<file path="src/rtl/uart_rx_ctrl.sv">
// uart_rx_ctrl
//   Frame controller for the UART receive path. Runs at 8x the baud rate,
//   detects a start bit on rx_in, steps the oversample phase (edge_cnt) that
//   feeds the majority-vote sampler, and acts on the sampler's voted bit at
//   each bit boundary (edge_cnt == 7). Deserialises the data word LSB first,
//   checks optional parity and the stop bit, and presents the word with a
//   one-cycle valid strobe plus sticky error flags.
//
// Ports
//   clk          in   receive clock, 8x baud
//   rst          in   asynchronous active-low reset
//   rx_in        in   serial line, idle high (used only for start detection)
//   par_en       in   frame carries a parity bit (latched at frame start)
//   par_typ      in   0 = even, 1 = odd parity (latched at frame start)
//   sampled_bit  in   voted bit from sampler, valid when edge_cnt == 7
//   edge_cnt     out  oversample phase to sampler
//   dat_samp_en  out  sampler enable; low clears sampler history
//   p_data       out  last good received word
//   data_valid   out  one-cycle strobe: p_data updated
//   par_err      out  parity mismatch on last frame
//   stp_err      out  stop bit sampled low on last frame
//   busy         out  frame in progress
module uart_rx_ctrl #(
  parameter int DATA_WIDTH = 8
) (
  input  logic                  clk,
  input  logic                  rst,
  input  logic                  rx_in,
  input  logic                  par_en,
  input  logic                  par_typ,
  input  logic                  sampled_bit,
  output logic [2:0]            edge_cnt,
  output logic                  dat_samp_en,
  output logic [DATA_WIDTH-1:0] p_data,
  output logic                  data_valid,
  output logic                  par_err,
  output logic                  stp_err,
  output logic                  busy
);

  typedef enum logic [2:0] {
    IDLE,
    START,
    DATA,
    PARITY,
    STOP
  } state_t;

  localparam logic [3:0] LAST_BIT = 4'(DATA_WIDTH - 1);

  state_t                  state;
  logic [3:0]              bit_cnt;
  logic [DATA_WIDTH-1:0]   shift_q;
  logic                    par_en_q;
  logic                    par_typ_q;
  logic                    boundary;

  assign boundary = (edge_cnt == 3'd7);

  always_ff @(posedge clk or negedge rst) begin
    if (!rst) begin
      state       <= IDLE;
      edge_cnt    <= '0;
      bit_cnt     <= '0;
      shift_q     <= '0;
      par_en_q    <= 1'b0;
      par_typ_q   <= 1'b0;
      dat_samp_en <= 1'b0;
      p_data      <= '0;
      data_valid  <= 1'b0;
      par_err     <= 1'b0;
      stp_err     <= 1'b0;
      busy        <= 1'b0;
    end else begin
      data_valid <= 1'b0;

      // edge_cnt stays at 0 in IDLE, so the first boundary after start
      // detection falls exactly 8 clocks later; the 7->0 wrap on the STOP
      // boundary leaves it at 0 for the return to IDLE.
      if (state == IDLE) edge_cnt <= '0;
      else               edge_cnt <= edge_cnt + 3'd1;

      case (state)
        IDLE: begin
          if (!rx_in) begin
            state       <= START;
            par_en_q    <= par_en;
            par_typ_q   <= par_typ;
            par_err     <= 1'b0;
            stp_err     <= 1'b0;
            bit_cnt     <= '0;
            busy        <= 1'b1;
            dat_samp_en <= 1'b1;
          end
        end

        START: begin
          if (boundary) begin
            if (sampled_bit) begin
              // false start: line went back high before mid-bit
              state       <= IDLE;
              busy        <= 1'b0;
              dat_samp_en <= 1'b0;
            end else begin
              state <= DATA;
            end
          end
        end

        DATA: begin
          if (boundary) begin
            shift_q <= {sampled_bit, shift_q[DATA_WIDTH-1:1]};
            bit_cnt <= bit_cnt + 4'd1;
            if (bit_cnt == LAST_BIT) state <= par_en_q ? PARITY : STOP;
          end
        end

        PARITY: begin
          if (boundary) begin
            par_err <= sampled_bit ^ (^shift_q) ^ par_typ_q;
            state   <= STOP;
          end
        end

        STOP: begin
          if (boundary) begin
            stp_err <= ~sampled_bit;
            if (sampled_bit && !par_err) begin
              p_data     <= shift_q;
              data_valid <= 1'b1;
            end
            state       <= IDLE;
            busy        <= 1'b0;
            dat_samp_en <= 1'b0;
          end
        end

        default: begin
          state       <= IDLE;
          busy        <= 1'b0;
          dat_samp_en <= 1'b0;
        end
      endcase
    end
  end

endmodule
</file>
<file path="config.mk">
export PLATFORM = sky130hd
export DESIGN_NAME = uart_rx_ctrl
export DESIGN_NICKNAME = d
export VERILOG_FILES = /design/src/rtl/uart_rx_ctrl.sv
export SDC_FILE = /design/constraint.sdc
export NUM_CORES = 1
export LEC_CHECK = 0
export ABC_CLOCK_PERIOD_IN_PS = 1700
export CAP_MARGIN = 20
export CELL_PAD_IN_SITES_DETAIL_PLACEMENT = 0
export CELL_PAD_IN_SITES_GLOBAL_PLACEMENT = 2
export CORE_MARGIN = 4
export CORE_UTILIZATION = 32
export DETAILED_ROUTE_END_ITERATION = 8
export PLACE_DENSITY = 0.76
export SYNTH_ARGS = -nofsm -noshare
export SYNTH_HDL_FRONTEND = slang
export SYNTH_SLANG_ARGS = --single-unit
</file>
<file path="constraint.sdc">
create_clock -name clk -period 1.7 [get_ports clk]
set_clock_uncertainty 0.05 [all_clocks]
set_input_delay 0.51 -clock clk [delete_from_list [all_inputs] [get_ports clk]]
set_output_delay 0.51 -clock clk [all_outputs]
set_load 0.1 [all_outputs]
</file>
### After elaboration in Yosys (flattened, before gate mapping)

Cells that the tools add are included.

* word-level logic and storage cells: 73
* bits of input ports: 6
* bits in registers: 32
* output and inout bits: 16

* mux-type cells: 26
* reductions and logical operators: 16
* bitwise operators: 5
* equality and inequality tests: 13
* add/subtract/negate cells: 2

Operators by type and width (count)
* $mux W3: 8
* $pmux W3 S5: 1
* $ne A2 B2 Y1 const B: 7
* $reduce_and A3 Y1: 4
* $mux W1: 10
* $mux W4: 2
* $pmux W4 S2: 1
* $reduce_xor A8 Y1: 1
* $eq A3 B2 Y1 const B: 2
* $eq A3 B3 Y1 const B: 2
* $reduce_and A6 Y1: 1
* $reduce_bool A2 Y1: 3
* $reduce_and A5 Y1: 1
* $add A4 B1 Y4 const B: 1
* $eq A4 B3 Y1 const B: 1
* $pmux W1 S2: 2
* $pmux W1 S4: 1
* $reduce_and A2 Y1: 2
* $add A3 B1 Y3 const B: 1
* $eq A3 B1 Y1 const B: 1
* $logic_not A3 Y1: 1
* $not A1 Y1: 3
* $mux W2: 1
* $reduce_or A2 Y1: 1
* 3 further kinds: 4

### Depth between registers and ports, before layout

Gate-level depths: netlist of the first run.

* depth after elaboration: 5
* mapped depth: 7
* depth with buffers taken out: 6

### Least setup slack after synthesis of the first run

OpenSTA, ideal clock, no wires.

* path kind: register to register
* start point: register edge_cnt[0]
* end point: register bit_cnt[0]
* path slack: -0.653 ns
* path buffers: 1
* required time: 1.529 ns
* period minus slack after synthesis: 2.353 ns
* arrival: 2.182 ns
* library setup time: 0.121 ns
* stages on the path, launching flop included: 6
* path through: dfrtp_1 -> ha_1 -> ha_1 -> clkbuf_1 -> mux2_2 -> a22o_1

* cells in the longest elaborated chain, start to end: 3

Ends and longest elaborated chain
* start, declared: line 32 `output logic [2:0] edge_cnt,`
* start signal, assigned: line 81 `else edge_cnt <= edge_cnt + 3'd1;`
* $eq A3 B3 Y1: line 58 `assign boundary = (edge_cnt == 3'd7);`
* $ne A2 B2 Y1 (no line)
* $reduce_and A3 Y1 (no line)
* end signal, assigned: line 113 `bit_cnt <= bit_cnt + 4'd1;`
* end, declared: line 52 `logic [3:0] bit_cnt;`

No other way between the ends.
A chain may end at the register's enable or synchronous reset.

### Worst setup path in the final report of the first run

* start point: register edge_cnt[1]
* end point: register shift_q[5]

* cells in the longest elaborated chain, start to end: 2

Ends and longest elaborated chain
* $eq A3 B3 Y1: line 58
* $reduce_and A2 Y1 (no line)
* end signal, assigned: line 112 `shift_q <= {sampled_bit, shift_q[DATA_WIDTH-1:1]};`
* end, declared: line 53 `logic [DATA_WIDTH-1:0] shift_q;`

No other way between the ends.

==> results.py, run 1 <==
metrics = {
    "status": {
        "status": "finished, violations left",
        "violations": "setup timing",
    },
    "global_route": {
        "grt_max_degree": 33,
        "use_met3_pct": 4.333,
        "grt_use_met2_pct": 20.21,
        "grt.busiest_layer": "met2",
        "grt_pass1_vias": 1225,
        "met1_usage_pct": 15.06,
        "antenna_found_initial": 0,
        "grt_pass1_wl_um": 5920,
        "overflow": 0,
        "grtUsageTotal_pct": 12.48,
    },
    "route": {
        "drc_errors": 0,
        "first_pass_iters": 4,
        "ant_nets": 0,
        "wl_per_cell_um": 15.06,
        "vias_per_cell": 4.866,
        "via_count": 1056,
        "drt_iter0_drc": 35,
        "drt-total-wl_um": 3269,
    },
    "die": {
        "std_cell_rows": 24,
        "core_area_um2": 4474,
        "die_h_um": 77.13,
        "start_util_pct": 34.17,
        "die_x_um": 77.13,
        "ios": 22,
        "dieArea_um2": 5948,
    },
    "critical_path": {
        "required_ns": 1.82,
        "cp-end-kind": "register",
        "r2r_end": "shift_q[5]",
        "cp_slowest_cell": "dfrtp_4",
        "cp_cell_sequence": "ha_4 -> ha_4 -> and4bb_2 -> buf_12 -> mux2_2",
        "setup.worst_path.end": "shift_q[5]",
        "crit_family": "flip-flops",
        "crit_path_start": "edge_cnt[1]",
        "critical_path.startpoint_type": "register",
        "worst-path-buf-inv": 1,
        "crit_cells": 5,
        "r2r_cells": 5,
        "r2r_slack_ns": -0.003,
        "worstPathArrival_ns": 1.82,
        "crit_path_max_fanout": 8,
        "cp_slowest_stage_delay_ns": 0.50,
        "r2r_start": "edge_cnt[1]",
        "worstSetupPathType": "reg2reg",
        "path_common_cell": "ha_4",
    },
    "timing": {
        "final-setup-viol-count": 3,
        "tns_ns": -0.006729,
        "fin_crit_sh_pct": 100.2,
        "tightestPinTransition_ns": 0.3916,
        "timing.final.crit_period_ns": 1.703,
        "rsz0062_at_grt": "true",
        "slew_viol_final": 0,
        "finalHoldViolations": 0,
        "slew_headroom_pct": 73.89,
        "clock.fmax_mhz": 587.2,
        "hold_ws_ns": 0.4924,
        "finalWorstSetupSlack_ns": -0.003056,
    },
    "synthesis": {
        "synth_edf_count": 0,
        "yosysUniqueCellTypes": 33,
        "syn-num-nets": 131,
        "synth-seq-cells": 32,
        "post_synth.cell_area_avg_um2": 12.53,
        "synthFlopType": "dfrtp_1",
        "ys_async_sr_fraction_pct": 100.0,
        "synth_warnings": 0,
        "yosysSeqAreaShare_pct": 52.37,
        "synthCells": 122,
        "syn_area_um2": 1529,
    },
    "cts": {
        "cts_tree": "built",
        "cts_setup_buffers": 0,
        "cts.reportedPaths.clkPinSlew_ns": 0.07,
        "clock-root-buffer": "clkbuf_8",
        "cts.sinks": 32,
        "htreeDepth": 2,
        "numCtsBuffers": 5,
        "cts_buffer_depth": 2,
        "clk-insertion-delay-late_ns": 0.28,
    },
    "layout": {
        "drive_gt1_share_pct": 49.70,
        "fillCellCount": 375,
        "antenna_cells": 0,
        "fin_nets": 173,
        "area_delta_synth_final_pct": 53.03,
    },
    "place": {
        "place.gp.congestion": 0.7551,
        "place_hpwl_um": 2437,
        "post-place-ws_ns": -0.3018,
        "port-buffer-count": 21,
    },
    "pwr": {
        "pwr_density_cell_nw_per_um2": 1438,
        "leakage_nw": 1.035,
        "irDropWorstVdd_mv": 1.428,
    },
    "run": {
        "cap_violations": 0,
    },
    "min_path": {
        "min_path_type": "reg2reg",
    },
}
==> cell usage after synthesis (3+ instances only) <==
cell	number	share of area, %
nand2_1	5	1.2
ha_1	3	2.5
a22o_1	3	1.7
mux2_2	20	15
inv_1	3	0.74
xnor2_1	7	4.0
nor2_1	7	1.7
o21ai_0	6	2.0
nor2b_1	6	2.5
dfrtp_1	32	52
==> report_power, final <==
part | switching [W] | internal (W)
sequential | 0.000194 | 0.000919
clock | 0.000289 | 0.000433
combinational | 0.000835 | 0.000694
==> logic make-up after synthesis <==
| group | synth area share, % |
|---|---|
| flip-flops | 52.37 |
| adder cells (fa/ha/maj) | 2.455 |
| XOR/XNOR | 6.629 |
| AND/OR/NAND/NOR | 14.40 |
| multiplexers | 14.73 |
| AO/OA/AOI/OAI | 6.547 |
| buffers and inverters | 2.864 |
==> area by class of cell <==
class	count	area (um^2)	area share, %
clock inverter	3	42.54	1.818
tap	52	65.06	2.781
sequential	32	810.8	34.65
clock buffer	5	68.82	2.941
inverter	3	11.26	0.4813
timing repair buffer	41	561.8	24.01
multi-input combinational	81	779.5	33.32
==> flip-flops by register name, summed over array words and instances (netlist names) <==
register    count
stp_err         1
shift_q         8
par_err         1
state           3
par_en_q        1
par_typ_q       1
bit_cnt         4
busy            1
edge_cnt        3
p_data          8
data_valid      1
==> routing by layer <==
| layer | wire (um) | part of all wire [%] |
|---|---|---|
| met1 | 1502 | 46 |
| met2 | 1572 | 48 |
| met3 | 132 | 4.0 |
| met4 | 61 | 1.9 |
| met5 | 0 | 0 |
==> worst register-to-register path: stages (launching register included) <==
cell	delay (ns)
dfrtp_4	0.50
ha_4	0.17
ha_4	0.18
and4bb_2	0.28
buf_12	0.15
mux2_2	0.27
==> what timing repair did <==
item | in CTS | in global routing
endpoints found under the setup margin | 2 | 13
resized for setup | 1 | 6
pin swaps | 0 | 3
hold buffers | 0 | 0
==> stage by stage <==
| stage | power, W | std cells | cell area [um^2] | utilization, % |
|---|---|---|---|---|
| final | 0.003364 | 217 | 2340 | 52.29 |
| after global routing | 0.003558 | 217 | 2340 | 52.29 |
| after CTS | 0.003361 | 217 | 2303 | 51.48 |
| after detailed placement | 0.002616 | 209 | 2186 | 48.85 |
| after global placement | 0.002569 | 209 | 2186 | 48.85 |
| after floorplan | 0.002024 | 122 | 1609 | - |
==> worst min-delay path by stage <==
stage	start	cells past startpoint	slack, ns	to
2_1_floorplan	rst	0	0.16	bit_cnt[0]
3_3_place_gp	bit_cnt[3]	2	0.47	bit_cnt[3]
3_5_place_dp	par_typ_q	1	0.48	par_typ_q
4_1_cts	par_typ_q	1	0.50	par_typ_q
5_1_grt	par_typ_q	1	0.51	par_typ_q
6_report	par_typ_q	1	0.49	par_typ_q
==> layout by cell type (no fill, tap or decap), types with 2 or more instances in the layout <==
master	count
and3b_1	2
dfrtp_4	2
ha_4	2
a22o_1	3
dfrtp_2	2
clkdlybuf4s50_1	5
inv_1	3
nor2_1	7
dfrtp_1	28
nor2b_1	6
mux2_4	7
nand2_2	3
xnor2_1	6
o21ai_0	6
xor2_1	2
clkbuf_8	5
buf_4	16
nor3_1	2
buf_12	19
nand2_1	3
mux2_2	13
Power figures use the tool's default switching activity.
==> inputs of run 2 (changes only) <==
--- a/config.mk
+++ b/config.mk
@@ -11,6 +11,7 @@
 export CELL_PAD_IN_SITES_GLOBAL_PLACEMENT = 2
 export CORE_MARGIN = 4
 export CORE_UTILIZATION = 32
+export CTS_CLUSTER_DIAMETER = 200
 export DETAILED_ROUTE_END_ITERATION = 8
 export PLACE_DENSITY = 0.76
 export SYNTH_ARGS = -nofsm -noshare
==> results of run 2 <==
Final layout, timing and power as in run 1 (identical DEF).
==> inputs of run 3 (changes only) <==
--- a/config.mk
+++ b/config.mk
@@ -9,6 +9,7 @@
 export CAP_MARGIN = 20
 export CELL_PAD_IN_SITES_DETAIL_PLACEMENT = 0
 export CELL_PAD_IN_SITES_GLOBAL_PLACEMENT = 2
+export CORE_ASPECT_RATIO = 0.75
 export CORE_MARGIN = 4
 export CORE_UTILIZATION = 32
 export CTS_CLUSTER_DIAMETER = 200
==> run 3 against run 2 <==
  * The run now ends clean
  * Maximum frequency grew 1.3%
  * Worst hold slack got worse by 0.010 ns
  * Combinational power about the same
==> results.py, run 3 (synthesis gave the netlist of run 1 again) <==
metrics = {
    "timing": {
        "hold_ws_ns": 0.4819,
        "final-setup-viol-count": 0,
        "rsz0062_at_grt": "true",
        "slew_headroom_pct": 72.62,
        "clock.fmax_mhz": 595.0,
        "tightestPinTransition_ns": 0.4075,
        "finalHoldViolations": 0,
        "slew_viol_final": 0,
        "timing.final.crit_period_ns": 1.681,
        "tns_ns": 0,
        "fin_crit_sh_pct": 98.86,
    },
    "pwr": {
        "p_sw_share_pct": 39.87,
        "irDropWorstVdd_mv": 1.129,
        "pwr-share-clk_pct": 18.6,
        "switchingPower_w": 0.001267,
        "power_frac_comb_pct": 47.1,
        "leakage_nw": 1.018,
        "seq_power_share_pct": 34.3,
        "intPower_w": 0.001911,
        "fin_total_pwr_w": 0.003178,
        "pwr_density_cell_nw_per_um2": 1397,
    },
    "cts": {
        "cts.reportedPaths.clkPinSlew_ns": 0.06,
        "numCtsBuffers": 5,
        "clk-insertion-delay-late_ns": 0.28,
        "clock-root-buffer": "clkbuf_8",
        "cts_tree": "built",
        "htreeDepth": 2,
        "cts.sinks": 32,
        "cts_buffer_depth": 2,
    },
    "die": {
        "dieArea_um2": 5959,
        "die_h_um": 67.86,
        "ios": 22,
        "std_cell_rows": 21,
        "start_util_pct": 33.64,
        "die_x_um": 87.82,
        "core_area_um2": 4546,
    },
    "layout": {
        "fillCellCount": 402,
        "antenna_cells": 0,
        "area_delta_synth_final_pct": 48.85,
        "fin_nets": 172,
        "drive_gt1_share_pct": 47.56,
        "most-common-layout-cells": "dfrtp_1 (28), buf_12 (17), buf_4 (16), mux2_2 (13)",
        "final_util_pct": 50.07,
        "final_cells": 221,
        "layout_commonest_cell": "dfrtp_1",
        "reg_top3": "p_data: 8 flops, shift_q: 8 flops, bit_cnt: 4 flops",
    },
    "route": {
        "vias_per_cell": 4.742,
        "first_pass_iters": 4,
        "drt-total-wl_um": 2987,
        "wl_per_cell_um": 13.52,
        "ant_nets": 0,
        "drc_errors": 0,
        "via_count": 1048,
        "drt_iter0_drc": 81,
    },
    "critical_path": {
        "worstSetupPathType": "reg2reg",
        "r2r_slack_ns": 0.02,
        "critical_path.startpoint_type": "register",
        "r2r_cells": 7,
        "r2r_start": "edge_cnt[0]",
        "r2r_end": "stp_err",
        "cp-end-kind": "register",
        "worstPathArrival_ns": 1.80,
        "required_ns": 1.81,
        "crit_path_max_fanout": 5,
    },
    "run": {
        "cap_violations": 0,
    },
    "global_route": {
        "overflow": 0,
        "antenna_found_initial": 0,
        "grt_max_degree": 33,
        "grtUsageTotal_pct": 11.57,
        "grt_pass1_vias": 1064,
        "grt_pass1_wl_um": 5140,
    },
    "min_path": {
        "min_path_type": "reg2reg",
        "holdPathEnd": "par_typ_q",
        "min_from": "par_typ_q",
        "whs_path_depth": 1,
    },
    "place": {
        "dp_cells": 213,
        "place_hpwl_um": 2255,
        "port-buffer-count": 21,
        "place.gp.congestion": 0.8043,
    },
    "status": {
        "status": "finished, final reports clean",
    },
}
[run 3: changes by cell type in the layout (fill, tap and decap cells not counted), sizes merged]
cell	change
clkinvlp	-1
buf	-1
clkbuf	+1
bufinv	-1
clkinv	+1
[run 3: cell type report]
class	count	area, um^2	area share (%)
sequential	32	810.8	35.62
inverter	3	11.26	0.4948
tap	57	71.32	3.134
multi-input combinational	81	757.0	33.26
timing repair buffer	40	533.0	23.42
clock buffer	6	82.58	3.628
clock inverter	2	10.01	0.4398
[run 3: per-stage QoR]
step,worst slack (ns),area [um^2]
4_1_cts,-0.007435,2276
3_3_place_gp,-0.2279,2172
3_5_place_dp,-0.2792,2172
5_1_grt,-0.05921,2276
6_report,0.01934,2276
2_1_floorplan,-0.1978,1609
[run 3: power by group through the flow]
stage                     sequential, W  combinational [W]  clock [W]
after CTS                       0.00109            0.00151   0.000614
after floorplan                 0.00145           0.000579          0
after detailed placement        0.00110            0.00149          0
after global routing            0.00111            0.00161   0.000638
final                           0.00109            0.00150   0.000590
after global placement          0.00109            0.00148          0
[run 3: worst max path at each step]
stage           startpoint   endpoint  slack [ns]  cells past startpoint
6_report       edge_cnt[0]    stp_err        0.02                      7
5_1_grt        edge_cnt[0]   state[1]       -0.06                      8
4_1_cts        edge_cnt[1]    stp_err      -0.007                      7
2_1_floorplan  edge_cnt[0]  p_data[6]       -0.20                      5
3_3_place_gp   sampled_bit    par_err       -0.23                      6
3_5_place_dp   sampled_bit    par_err       -0.28                      6
[run 3: worst max-delay path: stages (launching register included)]
cell and delay, ns:
dfrtp_4 0.49, ha_4 0.17, ha_4 0.18, buf_6 0.11, nor2b_1 0.09, o21ai_1 0.08, nand2_1 0.09, mux2_4 0.29
[run 3: what timing repair did]
action | in CTS | in global routing
hold buffers | 0 | 0
endpoints found under the setup margin | 3 | 13
resized for setup | 1 | 4
pin swaps | 3 | 6
buffers inserted | 1 | 0
hold endpoints to repair | 0 | 0
[run 3: per-layer routing]
metal / vias up / part of all wire [%] / global-route usage, %
li1: 514 / - / -
met1: 511 / 49 / 15.73
met2: 16 / 44 / 16.92
met3: 7 / 5.2 / 4.693
met4: 0 / 1.3 / 3.448
met5: - / 0 / 0
